`config.mk`:
```
export PLATFORM = sky130hd
export DESIGN_NAME = tick_ctrl_flat
export DESIGN_NICKNAME = d
export VERILOG_FILES = /design/src/rtl/tick_ctrl_pkg.sv /design/src/rtl/tick_ctrl_if.sv /design/src/rtl/key_debounce.sv /design/src/rtl/tick_ctrl.sv /design/src/flat_wrapper.sv
export SDC_FILE = /design/constraint.sdc
export NUM_CORES = 1
export LEC_CHECK = 0
export CAP_MARGIN = 20
export CORE_UTILIZATION = 54
export DETAILED_ROUTE_END_ITERATION = 16
export GPL_ROUTABILITY_DRIVEN = 0
export PLACE_DENSITY_LB_ADDON = 0.05
export SYNTH_ARGS = -nofsm -noshare
export SYNTH_HDL_FRONTEND = slang
export SYNTH_SLANG_ARGS = --single-unit
```
`constraint.sdc`:
```
create_clock -name clk -period 2.3 [get_ports clk]
set_clock_uncertainty 0.2 [all_clocks]
set_input_delay 0.46 -clock clk [delete_from_list [all_inputs] [get_ports clk]]
set_output_delay 0.46 -clock clk [all_outputs]
set_load 0.01 [all_outputs]
```
`src/rtl/tick_ctrl_pkg.sv`:
```
// Shared types and default timing constants for the tick_ctrl front end.
package tick_ctrl_pkg;

   typedef enum logic {
      RUN   = 1'b0,
      PAUSE = 1'b1
   } tick_state_e;

   localparam int TICK_CYCLES_DEF     = 25_000_000;
   localparam int DEBOUNCE_CYCLES_DEF = 1_000_000;

endpackage

```
`src/rtl/tick_ctrl_if.sv`:
```
// Board-side key/switch inputs and counter-side tick/running outputs of tick_ctrl.
// Optional macro TICK_CTRL_SPEED_EN adds the 2-bit speed select sw.
interface tick_ctrl_if;
   import tick_ctrl_pkg::*;

   // Keys and sw are raw asynchronous levels (no handshake); tick is a one-cycle
   // strobe the counter must accept unconditionally, so there is no ready.
   logic        key_run_n;
   logic        key_step_n;
`ifdef TICK_CTRL_SPEED_EN
   logic [1:0]  sw;
`endif
   logic        tick;
   logic        running;
   tick_state_e state;

   modport master (
`ifdef TICK_CTRL_SPEED_EN
      output sw,
`endif
      output key_run_n,
      output key_step_n,
      input  tick,
      input  running,
      input  state
   );

   modport slave (
`ifdef TICK_CTRL_SPEED_EN
      input  sw,
`endif
      input  key_run_n,
      input  key_step_n,
      output tick,
      output running,
      output state
   );

endinterface

```
`src/rtl/key_debounce.sv`:
```
// Push-button front end: 2-flop synchroniser, stability-count debounce and a
// one-cycle press pulse on the debounced falling edge.
module key_debounce #(
   parameter int DEBOUNCE_CYCLES = 1_000_000
) (
   input  logic clk,
   input  logic rst_n,
   input  logic key_n,
   output logic press
);

   localparam int CW = $clog2(DEBOUNCE_CYCLES + 1);

   logic          sync_m;
   logic          sync_s;
   logic          level;
   logic          level_d;
   logic [CW-1:0] cnt;

   always_ff @(posedge clk or negedge rst_n) begin
      if (!rst_n) begin
         sync_m  <= 1'b1;
         sync_s  <= 1'b1;
         level   <= 1'b1;
         level_d <= 1'b1;
         cnt     <= '0;
      end else begin
         sync_m  <= key_n;
         sync_s  <= sync_m;
         level_d <= level;
         // Any agreement with the accepted level restarts the stability window.
         if (sync_s == level) begin
            cnt <= '0;
         end else if (cnt == CW'(DEBOUNCE_CYCLES - 1)) begin
            level <= sync_s;
            cnt   <= '0;
         end else begin
            cnt <= cnt + 1'b1;
         end
      end
   end

   assign press = level_d & ~level;

endmodule

```
`src/rtl/tick_ctrl.sv`:
```
// Run/pause/step controller producing the counter advance strobe tick.
// Optional macro TICK_CTRL_SPEED_EN enables the sw speed divider (/1,/2,/4,/8).
module tick_ctrl
   import tick_ctrl_pkg::*;
#(
   parameter int TICK_CYCLES     = TICK_CYCLES_DEF,
   parameter int DEBOUNCE_CYCLES = DEBOUNCE_CYCLES_DEF
) (
   input logic        clk,
   input logic        rst_n,
   tick_ctrl_if.slave bus
);

   localparam int PW = $clog2(TICK_CYCLES);

   logic          run_evt;
   logic          step_evt;
   tick_state_e   state;
   tick_state_e   state_next;
   logic [PW-1:0] p;
   logic [PW-1:0] p_next;
   logic [PW-1:0] term;
   logic          tick_q;
   logic          tick_next;

   key_debounce #(.DEBOUNCE_CYCLES(DEBOUNCE_CYCLES)) u_key_run (
      .clk   (clk),
      .rst_n (rst_n),
      .key_n (bus.key_run_n),
      .press (run_evt)
   );

   key_debounce #(.DEBOUNCE_CYCLES(DEBOUNCE_CYCLES)) u_key_step (
      .clk   (clk),
      .rst_n (rst_n),
      .key_n (bus.key_step_n),
      .press (step_evt)
   );

`ifdef TICK_CTRL_SPEED_EN
   logic [1:0] sw_m;
   logic [1:0] sw_s;

   always_ff @(posedge clk or negedge rst_n) begin
      if (!rst_n) begin
         sw_m <= 2'b00;
         sw_s <= 2'b00;
      end else begin
         sw_m <= bus.sw;
         sw_s <= sw_m;
      end
   end

   assign term = PW'((TICK_CYCLES >> sw_s) - 1);
`else
   assign term = PW'(TICK_CYCLES - 1);
`endif

   always_ff @(posedge clk or negedge rst_n) begin
      if (!rst_n) state <= RUN;
      else        state <= state_next;
   end

   always_comb begin
      state_next = state;
      if (run_evt) state_next = (state == RUN) ? PAUSE : RUN;
   end

   // A run event always wins: it clears the prescaler and swallows a same-cycle step.
   // Using >= lets a smaller sw terminal wrap p on the next cycle.
   always_comb begin
      p_next    = '0;
      tick_next = 1'b0;
      if (!run_evt) begin
         if (state == PAUSE) begin
            tick_next = step_evt;
         end else if (p >= term) begin
            tick_next = 1'b1;
         end else begin
            p_next = p + 1'b1;
         end
      end
   end

   always_ff @(posedge clk or negedge rst_n) begin
      if (!rst_n) begin
         p      <= '0;
         tick_q <= 1'b0;
      end else begin
         p      <= p_next;
         tick_q <= tick_next;
      end
   end

   assign bus.tick    = tick_q;
   assign bus.running = (state == RUN);
   assign bus.state   = state;

endmodule

```
`src/flat_wrapper.sv`:
```
// flat-port wrapper written by rule: the top's interface ports become plain ports
module tick_ctrl_flat import tick_ctrl_pkg::*;
#(
   parameter int TICK_CYCLES     = TICK_CYCLES_DEF,
   parameter int DEBOUNCE_CYCLES = DEBOUNCE_CYCLES_DEF
)
  (clk, rst_n, bus_key_run_n, bus_key_step_n, bus_tick, bus_running, bus_state);
  tick_ctrl_if bus_i ();
  input logic clk;
  input logic rst_n;
  input wire logic [$bits(bus_i.key_run_n)-1:0] bus_key_run_n;
  input wire logic [$bits(bus_i.key_step_n)-1:0] bus_key_step_n;
  output wire logic [$bits(bus_i.tick)-1:0] bus_tick;
  output wire logic [$bits(bus_i.running)-1:0] bus_running;
  output wire logic [$bits(bus_i.state)-1:0] bus_state;
  assign bus_i.key_run_n = bus_key_run_n;
  assign bus_i.key_step_n = bus_key_step_n;
  assign bus_tick = bus_i.tick;
  assign bus_running = bus_i.running;
  assign bus_state = bus_i.state;
  tick_ctrl #(.TICK_CYCLES(TICK_CYCLES), .DEBOUNCE_CYCLES(DEBOUNCE_CYCLES)) u_core (.clk(clk), .rst_n(rst_n), .bus(bus_i));
endmodule
```
* After elaboration in Yosys (flattened, before gate mapping)
Index checks and enable logic that the tools add are counted.
** Cells by class
- Bitwise gates (word level) :: 7
- Reduce and logical (&&, ||, !) cells :: 2
- Magnitude comparators :: 1
- Multiplexer cells :: 11
- Add/sub/neg operators :: 3
- Equal/unequal tests :: 4
** Operators by type and width (count)
- 20-bit 2-to-1 mux :: 4
- 25-bit 2-to-1 mux :: 3
- 20-bit by 1-bit adder with 20-bit output, second input constant :: 2
- 20-bit equality test, second input constant :: 2
- 25-bit by 1-bit adder with 25-bit output, second input constant :: 1
- 25-bit greater-or-equal comparator, second input constant :: 1
- 1-bit NOT :: 5
- 1-bit 2-to-1 mux :: 4
- 2-bit AND reduction :: 2
- 1-bit bitwise AND :: 2
- 1-bit equality test :: 2
** Storage, ports and cells
- Output and inout port bits :: 3
- Register bits :: 75
- Input port bits :: 4
- Word-level logic and storage cells :: 41

* Logic depth before layout (Yosys ltp)
Gate-level depths: netlist of run 1.
- Depth in word-level cells :: 4
- Depth in mapped cells :: 7
- Depth with buffers taken out :: 6

* Modules after synthesis
Synthesis of run 1 repeated with hierarchy kept, for this count alone.
** Unflattened totals
- Cell total of the unflattened synthesis :: 359
- Area, all modules :: 3656.0 sq um
** By module, submodules not included
- key_debounce :: seq. area each 605.6 sq um, instances 2, area an instance 1151.1 sq um, cells an instance 110
- tick_ctrl :: seq. area each 675.6 sq um, instances 1, area an instance 1353.8 sq um, cells an instance 139

* Worst setup path after synthesis of run 1
Ideal clock, no wire load.
- Kind :: reg-to-reg
- From :: reg u_core.p[15]
- To :: reg u_core.p[13]
- Arrival :: 1625 ps
- Path buffers :: 2
- Setup slack :: 404 ps
- Library setup time :: 71 ps
- Cell stages (with the launch flop) :: 8
- Clock period less this slack :: 1896 ps
- Required time :: 2029 ps
- Path through :: dfrtp_1 > nor4_2 > o211ai_1 > a21o_1 > buf_6 > a41o_4 > buf_6 > nor2_1
** Between the ends
- Longest elaborated chain between the ends :: 4
** RTL lines
- start, declared :: line tick_ctrl.sv:20 : logic [PW-1:0] p;
- start signal, assigned :: line tick_ctrl.sv:90 : p <= p_next;
- 25-bit greater-or-equal comparator :: line tick_ctrl.sv:77 : end else if (p >= term) begin
- 25-bit 2-to-1 mux :: line tick_ctrl.sv:77
- 25-bit 2-to-1 mux :: line tick_ctrl.sv:75 : if (state == PAUSE) begin
- 25-bit 2-to-1 mux :: line tick_ctrl.sv:74 : if (!run_evt) begin
- named net u_core.p_next[13] :: line tick_ctrl.sv:21 : logic [PW-1:0] p_next;
The timed path passes the listed nets, and every way through them passes these cells.
A chain may end at the register's enable or synchronous reset.

* Worst setup path in the final report of run 1
- From :: reg u_core.p[2]
- To :: reg u_core.p[24]
** Between the ends
- Longest elaborated chain between the ends :: 4
- Elaborated cells between the ends (all ways) :: 5
- Those cells by class :: 1 x add/sub; 1 x order compare; 3 x mux
** RTL lines (line)
- 25-bit by 1-bit adder with 25-bit output or 25-bit greater-or-equal comparator (tied branches) :: tick_ctrl.sv:80, tick_ctrl.sv:77
- 25-bit 2-to-1 mux (*) :: tick_ctrl.sv:77
- 25-bit 2-to-1 mux (*) :: tick_ctrl.sv:75
- 25-bit 2-to-1 mux (*) :: tick_ctrl.sv:74
- named net u_core.p_next[24] :: tick_ctrl.sv:21
Mark *: on every way through the listed nets, which the timed path passes. The rest lies on a longest branch.

==> results of run 1 <==
==> kinds of logic (layout without fill, tap and decap cells) <==
kind of cell,after synthesis,in the layout,synth area share
muxes,2,2,0.00632
adders and majority gates,3,3,0.0105
xor gates and xnor gates,61,61,0.150
DFF,75,75,0.530
AOI/OAI and AO/OA,12,12,0.0278
and+or+nand+nor,181,181,0.258
buffers and inverters,13,38,0.0179
==> state kept, by name (all words and copies together) (netlist names) <==
name	count
u_core.u_key_run.level_d	1
u_core.p	25
u_core.u_key_run.sync_m	1
u_core.u_key_step.level	1
u_core.u_key_step.sync_s	1
u_core.u_key_run.level	1
u_core.u_key_step.sync_m	1
u_core.u_key_step.level_d	1
u_core.bus.tick	1
u_core.u_key_run.cnt	20
u_core.u_key_run.sync_s	1
u_core.bus.state	1
u_core.u_key_step.cnt	20
==> through the flow <==
| step | worst slack [ns] | hold WS, ns |
|---|---|---|
| after global routing | 0.0617 | 0.165 |
| after CTS | 0.102 | 0.158 |
| after global placement | 0.216 | 0.146 |
| final | 0.263 | 0.158 |
| after detailed placement | 0.131 | 0.147 |
| after floorplan | 0.404 | -0.0356 |
==> what timing repair did <==
action / in CTS / in global routing
gates resized for setup: 0 / 1
hold buffers: 1 / 0
endpoints found under the setup margin: 0 / 1
hold endpoints to repair: 32 / 0
==> routing by layer <==
| metal | vias up | GRT usage | wire (um) |
|---|---|---|---|
| li1 | 1222 | - | - |
| met1 | 1200 | 0.308 | 3290 |
| met2 | 33 | 0.294 | 2820 |
| met3 | 8 | 0.0378 | 146 |
| met4 | 0 | 0.0893 | 85 |
| met5 | - | 0 | 0 |
==> power by group through the flow <==
stage                     Sequential, W  Clock [W]  Combinational, W
final                           0.00134   0.000989         0.0000647
after global routing            0.00135    0.00108         0.0000771
after CTS                       0.00134    0.00102         0.0000679
after detailed placement        0.00137          0         0.0000659
after global placement          0.00137          0         0.0000655
after floorplan                 0.00137          0         0.0000238
==> synth_stat cells (2+ instances only) <==
cell | count | area share
sky130_fd_sc_hd__a21oi_1 | 3 | 0.0042
sky130_fd_sc_hd__nor2_1 | 74 | 0.078
sky130_fd_sc_hd__clkbuf_1 | 3 | 0.0032
sky130_fd_sc_hd__dfstp_2 | 8 | 0.059
sky130_fd_sc_hd__o211ai_1 | 2 | 0.0042
sky130_fd_sc_hd__nor4b_1 | 2 | 0.0049
sky130_fd_sc_hd__and2_1 | 3 | 0.0053
sky130_fd_sc_hd__mux2_2 | 2 | 0.0063
sky130_fd_sc_hd__nor4_1 | 6 | 0.011
sky130_fd_sc_hd__inv_1 | 8 | 0.0084
sky130_fd_sc_hd__nand2_1 | 21 | 0.022
sky130_fd_sc_hd__nand4_1 | 15 | 0.026
sky130_fd_sc_hd__nor3_1 | 4 | 0.0056
sky130_fd_sc_hd__xor2_1 | 39 | 0.096
sky130_fd_sc_hd__nand3_1 | 28 | 0.039
sky130_fd_sc_hd__nor4_2 | 2 | 0.0070
sky130_fd_sc_hd__and4_1 | 5 | 0.012
sky130_fd_sc_hd__xnor2_1 | 22 | 0.054
sky130_fd_sc_hd__o21ai_0 | 2 | 0.0028
sky130_fd_sc_hd__dfrtp_1 | 67 | 0.47
sky130_fd_sc_hd__buf_6 | 2 | 0.0063
sky130_fd_sc_hd__ha_1 | 3 | 0.011
sky130_fd_sc_hd__and3_1 | 12 | 0.021
==> worst max path at each step <==
stage | from | to | slack, ns
after floorplan | u_core.p[15] | u_core.p[13] | 0.40
after global placement | u_core.p[2] | u_core.p[21] | 0.22
after CTS | u_core.p[2] | u_core.p[21] | 0.10
final | u_core.p[2] | u_core.p[24] | 0.26
after global routing | u_core.p[2] | u_core.p[22] | 0.06
after detailed placement | u_core.p[2] | u_core.p[21] | 0.13
==> layout by cell type (no fill, tap or decap), types with 4 or more instances in the layout <==
cell	netlist	routed
sky130_fd_sc_hd__nor2_1	74	74
sky130_fd_sc_hd__nand4_1	15	15
sky130_fd_sc_hd__nand2_1	21	21
sky130_fd_sc_hd__nand3_1	28	28
sky130_fd_sc_hd__clkbuf_8	0	10
sky130_fd_sc_hd__nor4_1	6	5
sky130_fd_sc_hd__xnor2_1	22	22
sky130_fd_sc_hd__dfrtp_1	67	67
sky130_fd_sc_hd__nor3_1	4	4
sky130_fd_sc_hd__and3_1	12	12
sky130_fd_sc_hd__xor2_1	39	39
sky130_fd_sc_hd__inv_1	8	8
sky130_fd_sc_hd__clkdlybuf4s50_1	0	5
sky130_fd_sc_hd__buf_4	0	7
sky130_fd_sc_hd__and4_1	5	5
sky130_fd_sc_hd__dfstp_2	8	8
==> layout make-up <==
type                       instances  area share
sequential                        75       0.477
timing repair buffer              14      0.0335
tap                               77      0.0244
inverter                           8     0.00759
multi-input combinational        259       0.409
clock inverter                     5      0.0133
clock buffer                      11      0.0357
==> worst reg2reg max path, delay by kind of cell, from the launching register on <==
family           cells  cell delay, ns
flip-flops           1            0.46
AND/OR/NAND/NOR      4            1.11
XOR/XNOR             1            0.16
==> flow_metrics.tcl, run 1 <==
set metrics [dict create \
    result_of_the_run "complete, no violations" \
    post_synth_num_cell_types 37 \
    synth.yosys.seq_area_share 0.530 \
    grt_pass1_wl_um 11500 \
    drt_pre_antenna_iters 4 \
    synth-warning-count 0 \
    finalCritPeriodShare 0.885 \
    worst_path_largest_cell_delay_ns 0.55 \
    drtAntennaViolNets 0 \
    synth_to_layout_area_growth_pct 11.1 \
    numPlacedInstances 432 \
    globalRouteOverflowTotal 0 \
    reported_leakage_power_nw 1.75 \
    sequential_cell_area_um2 1890 \
    syn_inst 347 \
    core_area_um2 6350 \
    drive_above_1_share 0.110 \
    rsz0062_at_grt "no" \
    post_dp_cell_area_um2 3750 \
    worst_ep_required_time_ns 2.32 \
    io-pin-count 7 \
    dp_hpwl_um 4200 \
    worst-path-stages 5 \
    hold_worst_path_end "u_core.u_key_run.sync_s" \
    chipHeight_um 83.2 \
    sequentialPowerShare 0.561 \
    cts_tree "done" \
    setup_total_negative_slack_ns 0 \
    synth_edf_count 0 \
    grt_start_max_net_pins 40 \
    floorplan.initialDensity 0.561 \
    p_per_area_nw_per_um2 606 \
    drv.max_cap_violation_count 0 \
    routed_wirelength_um 6340 \
    r2r_cells 5 \
    dr.first_iter.drc_count 167 \
    antennaDiodeCount 0 \
    final-hold-violation-count 0 \
    holdCritPathClass "flop to flop" \
    design.final.nets 374 \
    layoutNonFillerInstCount 449 \
    endpoint_of_the_worst_slack_reg_to_reg_timing_path "u_core.p[24]" \
    final_max_slew_viol_count 0 \
    cp_num_buf_inv 0 \
    cts.htree.levels 3 \
    mappedNetlistArea_um2 3560 \
    internal_power_w 0.00188 \
    vias_per_cell 5.49 \
    critical_path.top_delay_family "simple AND/OR/NAND/NOR gates" \
    fp.dieW_um 83.2 \
    power_switching_w 0.000519 \
    cts_num_sinks 75 \
    globalRouteTotalUtil 0.206 \
    detail_route.drc_violations 0 \
    whs_path_depth 0 \
    postSynthRegisterBits 75 \
    fillers 528 \
    crit_chain "nand4_2, nor4_4, nand4_1, xor2_1, nor2_1" \
    worstSetupPathType "flop to flop" \
    maxSlewHeadroom 0.677 \
    multi_input_area_um2 1620 \
    final_count_of_negative_setup_slack_endpoints 0 \
    vias_in_the_first_global_route 2469 \
    timing.reg2reg.setup_slack_ns 0.26 \
    syn-num-nets 354 \
    layout.cell_area.non_filler_um2 3960 \
    end_kind "flop" \
    route.vias.total 2463 \
    row_count 29 \
    worst_hold_startpoint "u_core.u_key_run.sync_m" \
    clock_path_buffers 2 \
    post_drt_wl_per_cell_um 14.1 \
    power_switching_share 0.216 \
    clkLatencyLatePin_ns 0.34 \
    cts.clk_slew.worst_paths_ns 0.08 \
    clockPowerShare 0.412 \
    final_core_utilization 0.623 \
    power.ir.vdd_worst_mv 0.346 \
    startpoint_type "flop" \
    cts_buffers 9 \
    layout_min_cycle_time_ns 2.04 \
    worst_pin_slew_ns 0.485 \
    design_power_total_w 0.00240 \
    ys_async_rst_share 1.00 \
    worstReg2RegStart "u_core.p[2]" \
    achievable-frequency_ghz 0.491 \
    antenna_found_initial 0 \
    avgSynthCellArea_um2 10.3 \
    critPathMaxFanout 10 \
    worst_ep_arrival_time_ns 2.06 \
    ctsRootBufferMaster "sky130_fd_sc_hd__clkbuf_8" \
    synth_top_flop_cell "sky130_fd_sc_hd__dfrtp_1" \
    port_buffers 6 \
    comb_power_share 0.027 \
    design.die.area_um2 6920 \
    critical_path.slowest_cell "sky130_fd_sc_hd__nor4_4" \
    cts_setup_buffers 0 \
]
(Power assumes the default switching activity.)
==> run 2, diff against run 1 <==
Settings changed: CTS_BUF_LIST set to sky130_fd_sc_hd__clkbuf_8.
==> run 2 against run 1 <==
  * Via count is 0.41% lower
  * Clock-buffer cell count is 1 lower
  * First-iteration DRC count is 1.2% lower
  * Fmax hardly changed
  * Die area stayed put
==> flow_metrics.tcl, run 2 (synthesis results as in run 1) <==
set metrics [dict create \
    most_used_cells_in_the_layout_excluding_fill_and_tap_cells "sky130_fd_sc_hd__nor2_1 (74), sky130_fd_sc_hd__dfrtp_1 (67), sky130_fd_sc_hd__xor2_1 (39), sky130_fd_sc_hd__nand3_1 (28), sky130_fd_sc_hd__xnor2_1 (22)" \
    critical_path.top_delay_family "simple AND/OR/NAND/NOR gates" \
    cp_num_buf_inv 0 \
    post_dp_cell_area_um2 3750 \
    critPathMaxFanout 10 \
    drv.max_cap_violation_count 0 \
    grt_pass1_wl_um 11500 \
    layout_min_cycle_time_ns 2.04 \
    floorplan.initialDensity 0.561 \
    io-pin-count 7 \
    cts_tree "done" \
    globalRouteOverflowTotal 0 \
    layout.cell_area.non_filler_um2 3960 \
    timing.reg2reg.setup_slack_ns 0.26 \
    port_buffers 6 \
    vias_per_cell 5.46 \
    worst_ep_required_time_ns 2.32 \
    drt_pre_antenna_iters 4 \
    fillers 528 \
    reported_leakage_power_nw 1.76 \
    finalWorstSetupSlack_ns 0.264 \
    worst_setup_timing_slack_at_the_placement_stage_ns 0.131 \
    row_count 29 \
    max_reg_flops 25 \
    cts_num_sinks 75 \
    final_max_slew_viol_count 0 \
    crit_chain "nand4_2, nor4_4, nand4_1, xor2_1, nor2_1" \
    routed_wirelength_um 6360 \
    dp_hpwl_um 4200 \
    achievable-frequency_ghz 0.491 \
    grt_start_max_net_pins 40 \
    worstSetupPathType "flop to flop" \
    drive_above_1_share 0.110 \
    power.ir.vdd_worst_mv 0.346 \
    design.die.area_um2 6920 \
    numPlacedInstances 432 \
    top_register "u_core.p" \
    synth_to_layout_area_growth_pct 11.1 \
    startpoint_type "flop" \
    worst_pin_slew_ns 0.487 \
    vias_in_the_first_global_route 2473 \
    final_count_of_negative_setup_slack_endpoints 0 \
    end_kind "flop" \
    clock_path_buffers 2 \
    drtAntennaViolNets 0 \
    worst_path_largest_cell_delay_ns 0.55 \
    cts_buffers 9 \
    critical_path.slowest_cell "sky130_fd_sc_hd__nor4_4" \
    cts.htree.levels 3 \
    dr.first_iter.drc_count 165 \
    fp.dieW_um 83.2 \
    worst_ep_arrival_time_ns 2.06 \
    p_per_area_nw_per_um2 606 \
    cts.clk_slew.worst_paths_ns 0.08 \
    rsz0062_at_grt "no" \
    antenna_found_initial 0 \
    layoutNonFillerInstCount 449 \
    route.vias.total 2453 \
    chipHeight_um 83.2 \
    holdCritPathClass "flop to flop" \
    mostFrequentLayoutCell "sky130_fd_sc_hd__nor2_1" \
    post_drt_wl_per_cell_um 14.2 \
    result_of_the_run "complete, no violations" \
    globalRouteTotalUtil 0.206 \
    antennaDiodeCount 0 \
    setup_total_negative_slack_ns 0 \
    design.final.nets 374 \
    core_area_um2 6350 \
    finalCritPeriodShare 0.885 \
    final-hold-violation-count 0 \
    detail_route.drc_violations 0 \
    reg.largest.list "u_core.p: 25 flops, u_core.u_key_run.cnt: 20 flops, u_core.u_key_step.cnt: 20 flops" \
    maxSlewHeadroom 0.675 \
    clkLatencyLatePin_ns 0.34 \
    ctsRootBufferMaster "sky130_fd_sc_hd__clkbuf_8" \
]
run 2: changes by cell type in the layout (fill, tap and decap cells not counted):
cell / previous run / this run
sky130_fd_sc_hd__clkbuf_1: 1 / 0
sky130_fd_sc_hd__inv_1: 8 / 9
run 2: worst paths after layout:
kind,depth (start not counted),to,startpoint
worst max-delay path,5,u_core.p[24],u_core.p[2]
worst min-delay path,0,u_core.u_key_run.sync_s,u_core.u_key_run.sync_m
worst max register to register,5,u_core.p[24],u_core.p[2]
worst min register to register,0,u_core.u_key_run.sync_s,u_core.u_key_run.sync_m
max in group asynchronous,3,u_core.u_key_step.level,rst_n
min in group asynchronous,2,u_core.u_key_run.cnt[1],rst_n
run 2: layer usage:
layer	global-route usage	up-vias	routed length [um]
met4	0.0893	0	85
met5	0	-	0
li1	-	1221	-
met3	0.0378	8	167
met2	0.295	32	2820
met1	0.307	1192	3280
run 2: metrics by stage:
step,power (W),hold WS [ns],util
finish,0.00240,0.158,0.623
global route,0.00250,0.165,0.623
CTS,0.00243,0.159,0.622
detailed placement,0.00143,0.147,0.590
global placement,0.00143,0.146,0.590
floorplan,0.00139,-0.0356,-
run 2: where the power goes:
group | internal (W) | switching (W)
clock | 0.000521 | 0.000467
combinational | 0.0000201 | 0.0000447
sequential | 0.00133 | 0.0000109
total | 0.00187 | 0.000523
run 2: repair_timing:
item	CTS	global route
endpoints found under the setup margin	0	1
buffers inserted	0	0
resized for setup	0	1
hold buffers	1	0
hold endpoints to repair	32	0
run 2: layout make-up:
type	count	area, um^2	area share
clock buffer	10	138	0.0348
sequential	75	1890	0.477
inverter	8	30.0	0.00759
clock inverter	6	56.3	0.0142
tap	77	96.3	0.0244
timing repair buffer	14	133	0.0335
multi-input combinational	259	1620	0.409
